$ cat src/rtl/grf_bypass.sv
// General register file for the single-cycle MIPS datapath: two combinational
// read ports with optional write-to-read forwarding, a commit trace port and a write counter.
module grf_bypass #(
    parameter int unsigned WIDTH  = 32,
    parameter int unsigned ADDR_W = 5,
    parameter bit          BYPASS = 1'b1
) (
    input  logic              clk,
    input  logic              reset,
    input  logic              WE,
    input  logic [ADDR_W-1:0] A1,
    input  logic [ADDR_W-1:0] A2,
    input  logic [ADDR_W-1:0] A3,
    input  logic [WIDTH-1:0]  WD,
    input  logic [31:0]       PC,
    output logic [WIDTH-1:0]  RD1,
    output logic [WIDTH-1:0]  RD2,
    output logic              trace_valid,
    output logic [31:0]       trace_pc,
    output logic [ADDR_W-1:0] trace_reg,
    output logic [WIDTH-1:0]  trace_data,
    output logic [31:0]       wr_count
);

    localparam int unsigned NREG = 2 ** ADDR_W;
    localparam logic [31:0] CNT_MAX = 32'hFFFF_FFFF;

    logic [WIDTH-1:0]  regs_q [NREG];
    logic [WIDTH-1:0]  regs_d [NREG];
    logic              tr_valid_q, tr_valid_d;
    logic [31:0]       tr_pc_q, tr_pc_d;
    logic [ADDR_W-1:0] tr_reg_q, tr_reg_d;
    logic [WIDTH-1:0]  tr_data_q, tr_data_d;
    logic [31:0]       cnt_q, cnt_d;
    logic              wr_en;

    // A write to index 0 is traced but never committed to storage or counted.
    assign wr_en = WE && (A3 != '0);

    always_comb begin
        regs_d     = regs_q;
        tr_valid_d = WE;
        tr_pc_d    = tr_pc_q;
        tr_reg_d   = tr_reg_q;
        tr_data_d  = tr_data_q;
        cnt_d      = cnt_q;
        if (wr_en) begin
            regs_d[A3] = WD;
            if (cnt_q != CNT_MAX) begin
                cnt_d = cnt_q + 32'd1;
            end
        end
        if (WE) begin
            tr_pc_d   = PC;
            tr_reg_d  = A3;
            tr_data_d = WD;
        end
    end

    always_ff @(posedge clk or posedge reset) begin
        if (reset) begin
            for (int i = 0; i < int'(NREG); i++) begin
                regs_q[i] <= '0;
            end
            tr_valid_q <= 1'b0;
            tr_pc_q    <= '0;
            tr_reg_q   <= '0;
            tr_data_q  <= '0;
            cnt_q      <= '0;
        end else begin
            regs_q     <= regs_d;
            tr_valid_q <= tr_valid_d;
            tr_pc_q    <= tr_pc_d;
            tr_reg_q   <= tr_reg_d;
            tr_data_q  <= tr_data_d;
            cnt_q      <= cnt_d;
        end
    end

    // Read muxes: register 0 reads zero, same-cycle write forwarded when enabled.
    always_comb begin
        RD1 = (A1 == '0) ? '0 : regs_q[A1];
        RD2 = (A2 == '0) ? '0 : regs_q[A2];
        if (BYPASS && wr_en && (A3 == A1)) begin
            RD1 = WD;
        end
        if (BYPASS && wr_en && (A3 == A2)) begin
            RD2 = WD;
        end
    end

    assign trace_valid = tr_valid_q;
    assign trace_pc    = tr_pc_q;
    assign trace_reg   = tr_reg_q;
    assign trace_data  = tr_data_q;
    assign wr_count    = cnt_q;

endmodule

$ cat config.mk
export PLATFORM = sky130hd
export DESIGN_NAME = grf_bypass
export DESIGN_NICKNAME = d
export VERILOG_FILES = /design/src/rtl/grf_bypass.sv
export SDC_FILE = /design/constraint.sdc
export NUM_CORES = 2
export LEC_CHECK = 0
export BUFFER_PORTS_ARGS = -buffer_cell sky130_fd_sc_hd__buf_2
export CELL_PAD_IN_SITES_DETAIL_PLACEMENT = 1
export CELL_PAD_IN_SITES_GLOBAL_PLACEMENT = 1
export CORE_UTILIZATION = 48
export CTS_BUF_LIST = sky130_fd_sc_hd__clkbuf_8 sky130_fd_sc_hd__clkbuf_16
export DETAILED_ROUTE_END_ITERATION = 6
export PLACE_DENSITY_LB_ADDON = 0.1
export SYNTH_ARGS = -nofsm -noshare
export SYNTH_HDL_FRONTEND = slang
export SYNTH_SLANG_ARGS = --single-unit
$ cat constraint.sdc
create_clock -name clk -period 35.3 [get_ports clk]
set_clock_uncertainty 0.1 [all_clocks]
set_input_delay 1.765 -clock clk [delete_from_list [all_inputs] [get_ports clk]]
set_output_delay 1.765 -clock clk [all_outputs]
set_load 0.02 [all_outputs]
==> results.cfg <==
[floorplan]
start_util_pct = 48.68
die_h_microns = 351.5
ioPinCount = 248
coreArea_sq_um = 120400
die_width_microns = 351.5
rows = 127
dieArea_sq_um = 123600

[placement]
pre_cts_slack_ns = 27.77
portBuffers = 247
dpl.cell_count = 5559
place_congestion = 0.7686
dp_hpwl_microns = 101900

[setup_path]
critPathLaunchType = input port
path_class = input port to primary output
regToRegSetupSlack_ns = 32.75
arrival_ns = 5.66
worstPathRequired_ns = 33.44
reg2reg_depth = 6
critPathMaxFanout = 64
end_kind = primary output
r2r-end = wr_count[1]
r2r_start = wr_count[16]

[flow_run]
max_cap_violations = 0

[cts]
clk_path_buf_depth = 3
clk_latency_ns = 0.76
clock-sinks = 1126
hold_buffers = 0
clk_pin_slew_worst_paths_ns = 0.06
cts_setup_buffers = 0
cts_tree = built
clockRootBuffer = clkbuf_16
numCtsBuffers = 133
post_cts_resized = 0
htree_levels = 4

[worst_hold_path]
min_path_cells = 0
whs_endpoint = regs_q[1015]
hold_path_class = flip-flop to flip-flop
hp-start = regs_q[1015]

[detailed_routing]
ant_nets = 0
dr.first_iter.drc_count = 2639
vias = 38310
dr.pass1.iters = 5
finalWirelength_microns = 184900
post_drt_wl_per_cell_microns = 31.95
vias_per_cell = 6.620
remaining_drc_errors = 0

[logic_synthesis]
synthesis.nets = 4151
synth_top_cell_by_area = dfrtp_1
seq_area_frac_synth_pct = 48.05
synth-async-reset-ratio_pct = 100.0
synth.top_cell.area_share_pct = 48.05
synth-edff-count = 0
postSynthAreaPerCell_sq_um = 14.41
synth_area_leaders = dfrtp_1 (48%), mux2_2 (20%), mux4_2 (15%)
yosys_most_used_dff = dfrtp_1
yosysUniqueCellTypes = 47
syn_area_sq_um = 58640
synthCells = 4068
ys_seq_elements = 1126
synth_warnings = 0

[sta]
holdWs_ns = 0.2932
finalCriticalPeriod_ns = 7.527
final.period_utilization_pct = 21.32
tightest_slew_ns = 1.086
rsz0062_at_grt = no
final-setup-viol-count = 0
fin_tns_setup_ns = 0
slew_viol_final = 0
worst_slack_ns = 27.77
slew_headroom_pct = 27.46
max_freq_mhz = 132.9
hold_viol_final = 0

[layout]
largest_reg_flops = 1024
area.sequential_sq_um = 28180
n_antenna_cell = 0
drive_above_1_share_pct = 48.71
fin_cells = 5788
layout_common_cells = dfrtp_1 (1126), mux2_2 (1056), mux4_2 (389)
multi_input_area_sq_um = 28890
top_register = regs_q
fill_cells = 11500
syn2layout_area_growth_pct = 11.66
nets = 4165
mostFrequentLayoutCell = dfrtp_1

[grt]
busiest_layer = met2
grt_pass1_wl_microns = 277600
antenna_found_initial = 4
grt_max_degree = 167
grt_pass1_vias = 41250
met1_usage_pct = 42.76
gr-total-overflow = 0
track_usage_pct = 30.68
globalRouteMet2Util_pct = 49.17
use_met3_pct = 4.810

[power_and_ir_drop]
power.leakage_nw = 29.02
power_density_nw_per_um2 = 58.72
power_mw = 3.845
vdd_drop_max_mv = 0.05137

[status]
status = completed
-- synth_stat cells (4+ instances only) --
cell type and count:
nand2_1 67, and2_1 4, mux4_2 389, nand4_1 8, xor2_1 15, buf_2 88
nor2_1 59, a221o_1 32, o21bai_1 31, o21a_1 31, a221oi_1 93, buf_1 50
a32oi_1 31, nand3_1 19, inv_1 6, a22oi_1 190, dfrtp_1 1126, nor2b_1 7
mux2_1 4, mux2i_1 249, nor3_1 5, clkbuf_1 315, nor3b_1 4, xnor2_1 26
a21oi_1 96, a211o_1 32, mux2_2 1056
-- through the flow --
stage / util, % / cell area [sq um]
CTS: 54.36 / 65480
global route: 54.36 / 65480
floorplan: - / 58640
global placement: 50.72 / 61100
finish: 54.36 / 65480
detailed placement: 50.72 / 61100
-- cells by family (layout without fill, tap and decap cells) --
kind of cell	count (synthesis)	in the layout	share of synthesized area, %
AOI/OAI and AO/OA	546	546	7.050
muxes	1698	1698	39.55
buffers and inverters	459	567	3.126
and+or+nand+nor	197	197	1.590
adders and majority gates	1	1	0.02133
xor gates and xnor gates	41	41	0.6124
DFF	1126	1126	48.05
-- power breakdown --
part | switching, mW | internal [mW]
combinational | 0.340 | 0.421
sequential | 0.175 | 1.53
clock | 0.553 | 0.829
total | 1.07 | 2.78
-- layout make-up --
type,instances,share of cell area (%)
Clock inverter,60,0.6765
Clock buffer,169,6.012
Inverter,6,0.04586
Tap cell,1612,3.080
Multi-Input combinational cell,2483,44.12
Sequential cell,1126,43.03
Timing Repair Buffer,332,3.027
-- how the worst max path moves through the flow --
stage	start	to
floorplan	reset	regs_q[0]
global placement	A1[0]	RD1[11]
detailed placement	A1[0]	RD1[13]
CTS	A1[1]	RD1[10]
global route	A1[0]	RD1[11]
finish	A1[1]	RD1[20]
-- routing by layer --
layer	wire length [microns]	part of all wire, %
met1	79590	43
met3	10490	5.7
met2	89130	48
met4	5657	3.1
met5	46	0.025
-- critical path, cell delays in order --
cell and delay, ns:
buf_8 0.42, buf_4 0.77, nor2b_4 0.69, buf_4 0.73, a221oi_1 0.26, a22oi_1 0.25
a21oi_1 0.18, a221o_1 0.35, buf_2 0.17
(Power assumes the default switching activity.)
